$ cat config.mk
export PLATFORM = sky130hd
export DESIGN_NAME = present80_dec
export DESIGN_NICKNAME = d
export VERILOG_FILES = /design/src/rtl/present80_dec.sv
export SDC_FILE = /design/constraint.sdc
export NUM_CORES = 1
export LEC_CHECK = 0
export BUFFER_PORTS_ARGS = -buffer_cell sky130_fd_sc_hd__buf_4
export CAP_MARGIN = 30
export CORE_MARGIN = 2
export CORE_UTILIZATION = 50
export DETAILED_ROUTE_END_ITERATION = 8
export PLACE_DENSITY = 0.77
export SYNTH_ARGS = -nofsm -noshare
export SYNTH_HDL_FRONTEND = slang
export SYNTH_SLANG_ARGS = --single-unit
$ cat constraint.sdc
create_clock -name clk -period 6.92 [get_ports clk]
set_clock_uncertainty 0.2 [all_clocks]
set_input_delay 0.346 -clock clk [delete_from_list [all_inputs] [get_ports clk]]
set_output_delay 0.346 -clock clk [all_outputs]
set_load 0.01 [all_outputs]
$ cat src/rtl/present80_dec.sv
// -----------------------------------------------------------------------------
// present80_dec
//
// PRESENT-80 block decryption core, one round per clock.
//
// The key schedule is computed on the fly: after a load the core first runs
// the forward key update NR times to reach the last round key K(NR+1). It then
// decrypts, walking the schedule backwards one step per round, and finally
// whitens with K1.
//
// Operation sequence: IDLE -> KEYEXP (NR cycles) -> DEC (NR cycles)
// -> FIN (1 cycle) -> IDLE.
// A load sampled at edge T gives done/odat at edge T + 2*NR + 1.
//
// Ports:
//   clk    in   1   rising-edge clock
//   reset  in   1   asynchronous, active-high reset
//   idat   in  64   ciphertext, sampled on load
//   key    in  80   cipher key, sampled on load
//   load   in   1   start request; accepted in any state (aborts a running op)
//   odat   out 64   plaintext, valid with done and held until next load/reset
//   done   out  1   one-cycle pulse when odat is updated
//   busy   out  1   high from the cycle after an accepted load until done
// -----------------------------------------------------------------------------
module present80_dec #(
  parameter int NR = 31
) (
  input  logic        clk,
  input  logic        reset,
  input  logic [63:0] idat,
  input  logic [79:0] key,
  input  logic        load,
  output logic [63:0] odat,
  output logic        done,
  output logic        busy
);

  localparam logic [1:0] ST_IDLE   = 2'd0;
  localparam logic [1:0] ST_KEYEXP = 2'd1;
  localparam logic [1:0] ST_DEC    = 2'd2;
  localparam logic [1:0] ST_FIN    = 2'd3;

  localparam logic [4:0] NR_RC = 5'(NR);

  // Forward PRESENT S-box.
  function automatic logic [3:0] sbox(input logic [3:0] x);
    logic [3:0] y;
    case (x)
      4'h0:    y = 4'hC;
      4'h1:    y = 4'h5;
      4'h2:    y = 4'h6;
      4'h3:    y = 4'hB;
      4'h4:    y = 4'h9;
      4'h5:    y = 4'h0;
      4'h6:    y = 4'hA;
      4'h7:    y = 4'hD;
      4'h8:    y = 4'h3;
      4'h9:    y = 4'hE;
      4'hA:    y = 4'hF;
      4'hB:    y = 4'h8;
      4'hC:    y = 4'h4;
      4'hD:    y = 4'h7;
      4'hE:    y = 4'h1;
      4'hF:    y = 4'h2;
      default: y = 4'h0;
    endcase
    return y;
  endfunction

  // Inverse PRESENT S-box.
  function automatic logic [3:0] inv_sbox(input logic [3:0] x);
    logic [3:0] y;
    case (x)
      4'h0:    y = 4'h5;
      4'h1:    y = 4'hE;
      4'h2:    y = 4'hF;
      4'h3:    y = 4'h8;
      4'h4:    y = 4'hC;
      4'h5:    y = 4'h1;
      4'h6:    y = 4'h2;
      4'h7:    y = 4'hD;
      4'h8:    y = 4'hB;
      4'h9:    y = 4'h4;
      4'hA:    y = 4'h6;
      4'hB:    y = 4'h3;
      4'hC:    y = 4'h0;
      4'hD:    y = 4'h7;
      4'hE:    y = 4'h9;
      4'hF:    y = 4'hA;
      default: y = 4'h0;
    endcase
    return y;
  endfunction

  // Inverse S-box applied to all 16 nibbles.
  function automatic logic [63:0] inv_sbox_layer(input logic [63:0] d);
    logic [63:0] o;
    o = 64'd0;
    for (int n = 0; n < 16; n++) begin
      o[4*n +: 4] = inv_sbox(d[4*n +: 4]);
    end
    return o;
  endfunction

  // Inverse pLayer: output bit j takes input bit 16*j mod 63; bit 63 is fixed.
  function automatic logic [63:0] inv_player(input logic [63:0] d);
    logic [63:0] o;
    o = d;
    for (int j = 0; j < 63; j++) begin
      o[j] = d[(16 * j) % 63];
    end
    o[63] = d[63];
    return o;
  endfunction

  // Forward key update: K(i) -> K(i+1) using round counter i.
  function automatic logic [79:0] key_fwd(input logic [79:0] k, input logic [4:0] rc);
    logic [79:0] t;
    t          = {k[18:0], k[79:19]};          // rotate left by 61
    t[79:76]   = sbox(t[79:76]);
    t[19:15]   = t[19:15] ^ rc;
    return t;
  endfunction

  // Inverse key update: K(i+1) -> K(i) using round counter i (steps undone in reverse order).
  function automatic logic [79:0] key_inv(input logic [79:0] k, input logic [4:0] rc);
    logic [79:0] t;
    t          = k;
    t[19:15]   = t[19:15] ^ rc;
    t[79:76]   = inv_sbox(t[79:76]);
    return {t[60:0], t[79:61]};                // rotate right by 61
  endfunction

  logic [1:0]  state_r;
  logic [79:0] kreg_r;
  logic [63:0] dreg_r;
  logic [4:0]  rc_r;

  logic [79:0] kfwd_s;
  logic [79:0] kinv_s;
  logic [63:0] dec_next_s;
  logic [63:0] whiten_s;

  // Round datapath: next key (both directions) and one inverse round.
  always_comb begin
    kfwd_s     = key_fwd(kreg_r, rc_r);
    kinv_s     = key_inv(kreg_r, rc_r);
    whiten_s   = dreg_r ^ kreg_r[79:16];
    dec_next_s = inv_sbox_layer(inv_player(whiten_s));
  end

  // Control FSM, round registers and registered outputs.
  always_ff @(posedge clk or posedge reset) begin
    if (reset) begin
      state_r <= ST_IDLE;
      kreg_r  <= 80'd0;
      dreg_r  <= 64'd0;
      rc_r    <= 5'd0;
      odat    <= 64'd0;
      done    <= 1'b0;
      busy    <= 1'b0;
    end else if (load) begin
      // A load wins over everything, including the FIN cycle of a running op.
      state_r <= ST_KEYEXP;
      kreg_r  <= key;
      dreg_r  <= idat;
      rc_r    <= 5'd1;
      odat    <= 64'd0;
      done    <= 1'b0;
      busy    <= 1'b1;
    end else begin
      case (state_r)
        ST_IDLE: begin
          done <= 1'b0;
        end
        ST_KEYEXP: begin
          done   <= 1'b0;
          kreg_r <= kfwd_s;
          // rc stays at NR on the last expansion step so DEC starts from it.
          if (rc_r == NR_RC) begin
            state_r <= ST_DEC;
          end else begin
            rc_r <= rc_r + 5'd1;
          end
        end
        ST_DEC: begin
          done   <= 1'b0;
          dreg_r <= dec_next_s;
          kreg_r <= kinv_s;
          rc_r   <= rc_r - 5'd1;
          if (rc_r == 5'd1) begin
            state_r <= ST_FIN;
          end else begin
            state_r <= ST_DEC;
          end
        end
        ST_FIN: begin
          // kreg holds K1 here: final whitening.
          odat    <= whiten_s;
          done    <= 1'b1;
          busy    <= 1'b0;
          state_r <= ST_IDLE;
        end
        default: begin
          state_r <= ST_IDLE;
          done    <= 1'b0;
          busy    <= 1'b0;
        end
      endcase
    end
  end

endmodule
==> metrics.json <==
{
  "globalRoute.totalOverflow": {"value": 0},
  "drive_above_1_share": {"value": 0.161},
  "final_net_count": {"value": 1966},
  "cts_htree_levels": {"value": 1},
  "design.core.area": {"value": 25300, "unit": "µm²"},
  "fraction_of_the_mapped_netlist_area_in_compound_gates": {"value": 0.260},
  "die_footprint": {"value": 27000, "unit": "µm²"},
  "antenna_violating_nets_post_route": {"value": 0},
  "critical_path.endpoint_type": {"value": "register"},
  "critical_path.reg2reg.startpoint": {"value": "state_r[1]$_DFFE_PP0P_"},
  "die_x": {"value": 164, "unit": "µm"},
  "count_of_unique_library_cells_instantiated_by_yosys": {"value": 54},
  "clock_transition_at_the_register_clock_pins_on_the_worst_setup_and_hold_paths_after_cts": {"value": 0.06, "unit": "ns"},
  "route.detailed.drc": {"value": 0},
  "run_status": {"value": "finished clean"},
  "yosysWarningCount": {"value": 0},
  "grt_first_pass_wirelength": {"value": 70300, "unit": "µm"},
  "mappedNetlistNets": {"value": 1674},
  "via_count_of_the_first_global_routing_pass": {"value": 12500},
  "globalplace.congestion": {"value": 0.944},
  "worst_slack": {"value": 3.82, "unit": "ns"},
  "critPathLaunchType": {"value": "register"},
  "maxCapViolations": {"value": 0},
  "max_slew_margin": {"value": 0.287},
  "timing_worst_slew_pin_value": {"value": 1.06, "unit": "ns"},
  "cts_tree": {"value": "built"},
  "clock_sink_count": {"value": 217},
  "final.min_clock_period": {"value": 3.10, "unit": "ns"},
  "synth_flop_cell": {"value": "sky130_fd_sc_hd__dfrtp_1"},
  "layout.cells.most_common": {"value": "sky130_fd_sc_hd__nor2_1"},
  "synth_async_reset_ratio": {"value": 1.00},
  "powerDensity": {"value": 235, "unit": "nW/µm²"},
  "report.final.slew_viol_count": {"value": 0},
  "achievable-frequency": {"value": 323, "unit": "MHz"},
  "yosys.area_share.xor_xnor": {"value": 0.0744},
  "synth_adder_area_share": {"value": 0.0301},
  "dr_total_vias": {"value": 13300},
  "area_delta_synth_final": {"value": 31.6, "unit": "%"},
  "netlist_area": {"value": 12900, "unit": "µm²"},
  "number_of_failing_setup_endpoints_in_the_final_timing_report": {"value": 0},
  "cp.arrival": {"value": 3.34, "unit": "ns"},
  "synth.mux.area_fraction": {"value": 0.0138},
  "layout.cells.most_common_list": {"value": "sky130_fd_sc_hd__nor2_1, sky130_fd_sc_hd__buf_4, sky130_fd_sc_hd__dfrtp_1"},
  "routed_wirelength": {"value": 46300, "unit": "µm"},
  "critical-path-max-stage-delay": {"value": 0.84, "unit": "ns"},
  "syn-mean-instance-area": {"value": 8.60, "unit": "µm²"},
  "critical_path_peak_fanout": {"value": 36},
  "cts.path.max_buffers": {"value": 3},
  "ys_seq_area_frac": {"value": 0.422},
  "placement_rows": {"value": 58},
  "power.leakage": {"value": 7.65, "unit": "nW"},
  "total_global_route_track_usage": {"value": 0.339},
  "path_cells": {"value": "nand2b_2 > buf_4 > nor2_2 > buf_4 > o221ai_1 > o21ai_0"},
  "grt_start_max_net_pins": {"value": 138},
  "layout_worst_path_cycle_share": {"value": 0.448},
  "crit_start": {"value": "state_r[1]$_DFFE_PP0P_"},
  "finalHoldViolCount": {"value": 0},
  "timing.setup.critical_path_class": {"value": "reg -> reg"},
  "number_of_antenna_violations_at_the_first_check_in_global_routing": {"value": 0},
  "pin_count": {"value": 213},
  "synth-edff-count": {"value": 0},
  "port_buffers": {"value": 212},
  "drt_first_iter_violations": {"value": 1681},
  "initial_utilization": {"value": 0.510},
  "setup-tns-final": {"value": 0, "unit": "ns"},
  "cts_resized": {"value": 0},
  "timing.hold.worst.class": {"value": "in -> reg"},
  "dpl.hpwl": {"value": 31200, "unit": "µm"},
  "main_combinational_cell_family_by_area_after_synthesis": {"value": "compound AO/OA/AOI/OAI gates"},
  "crit_slowest_cell": {"value": "sky130_fd_sc_hd__dfrtp_1"},
  "firstDrtPassIters": {"value": 5},
  "avg_wl_per_cell": {"value": 21.7, "unit": "µm"},
  "diodes": {"value": 0},
  "nFillCells": {"value": 2035},
  "synth_cells": {"value": 1496},
  "master_cell_of_the_clock_root_buffer": {"value": "sky130_fd_sc_hd__clkbuf_16"},
  "critPathMostFrequentCell": {"value": "sky130_fd_sc_hd__buf_4"},
  "cp.required": {"value": 7.16, "unit": "ns"},
  "clkLatencyLatePin": {"value": 0.53, "unit": "ns"},
  "hp-start": {"value": "load"},
  "synth.ff_latch_count": {"value": 217},
  "grt_setup_unrepaired": {"value": "false"},
  "vias_per_cell": {"value": 6.21},
  "cts_buffers": {"value": 24},
  "synth_simple_gate_area_frac": {"value": 0.154},
  "die-height": {"value": 164, "unit": "µm"},
  "ir_drop": {"value": 0.176, "unit": "mV"},
  "dp_slack": {"value": 3.88, "unit": "ns"}
}
==> stage by stage <==
stage               std cells   util  cell area, µm²  total power, mW  hold slack, ns
floorplan                1496      -           12900             2.16           0.265
global placement         1946  0.578           14600             2.45           0.263
detailed placement       1947  0.579           14600             2.48           0.272
CTS                      2135  0.670           16900             3.95           0.150
global route             2135  0.670           16900             4.14           0.183
finish                   2135  0.670           16900             3.98           0.152
==> worst max-delay path, delay by kind of cell, from the launching register on <==
kind | cells | cell delay, ns
AO/OA/AOI/OAI | 2 | 0.35
buffers and inverters | 2 | 0.79
AND/OR/NAND/NOR | 2 | 0.79
flip-flops | 1 | 0.84
==> layer usage <==
layer,vias up,track usage,wire (µm),share of wire
met3,135,0.0618,5200,0.11
li1,5993,-,-,-
met1,6319,0.469,18200,0.39
met5,-,0,0,0
met2,817,0.534,20900,0.45
met4,0,0.126,2080,0.045
==> worst paths after layout <==
path | end | slack (ns) | depth (start not counted)
worst max-delay path | dreg_r[46]$_DFFE_PP0P_ | 3.82 | 6
worst min-delay path | state_r[1]$_DFFE_PP0P_ | 0.15 | 2
worst max register to register | dreg_r[46]$_DFFE_PP0P_ | 3.82 | 6
worst min register to register | odat[21]$_DFFE_PP0P_ | 0.28 | 2
max in group asynchronous | dreg_r[46]$_DFFE_PP0P_ | 4.88 | 4
min in group asynchronous | done$_DFF_PP0_ | 0.26 | 3
==> logic make-up (layout without fill, tap and decap cells) <==
group | count (synthesis) | after routing
AO/OA/AOI/OAI | 498 | 498
buffers and inverters | 144 | 453
multiplexers | 14 | 14
flip-flops | 217 | 217
adder cells (fa/ha/maj) | 31 | 31
XOR/XNOR | 105 | 105
AND/OR/NAND/NOR | 487 | 487
==> layout make-up <==
cell class | instances | area [µm²] | share of cell area
multi-input combinational | 1135 | 6890 | 0.407
sequential | 217 | 5430 | 0.321
timing repair buffer | 373 | 3190 | 0.188
clock buffer | 30 | 664 | 0.0392
tap | 330 | 413 | 0.0244
clock inverter | 13 | 196 | 0.0116
inverter | 37 | 146 | 0.00865
==> synthesized netlist by cell type (24+ instances only) <==
library cell,count,share of area
sky130_fd_sc_hd__inv_1,35,0.010
sky130_fd_sc_hd__dfrtp_1,217,0.42
sky130_fd_sc_hd__a21oi_1,87,0.034
sky130_fd_sc_hd__nand2_1,172,0.050
sky130_fd_sc_hd__o21ai_0,124,0.048
sky130_fd_sc_hd__a22oi_1,63,0.037
sky130_fd_sc_hd__ha_1,31,0.030
sky130_fd_sc_hd__buf_2,24,0.0093
sky130_fd_sc_hd__o211ai_1,27,0.016
sky130_fd_sc_hd__nor2_1,234,0.068
sky130_fd_sc_hd__xnor2_1,65,0.044
sky130_fd_sc_hd__o31ai_1,29,0.017
sky130_fd_sc_hd__a221o_1,51,0.040
sky130_fd_sc_hd__clkbuf_1,67,0.020
sky130_fd_sc_hd__nand3_1,27,0.011
sky130_fd_sc_hd__xor2_1,35,0.024
sky130_fd_sc_hd__a31oi_1,27,0.013
==> timing repair <==
item / CTS / global route
buffers inserted: 0 / 0
endpoints found under the hold margin: 227 / 0
hold buffers: 145 / 0
==> flip-flops by register name, indices dropped and copies added, names as in the netlist <==
name     flops
busy         1
done         1
dreg_r      64
kreg_r      80
odat        64
rc_r         5
state_r      2
==> report_power, final <==
group	internal [mW]	switching [mW]	total, mW
clock	0.866	0.552	1.42
sequential	1.35	0.163	1.51
combinational	0.445	0.603	1.05
total	2.66	1.32	3.98
Power figures use the tool's default switching activity.
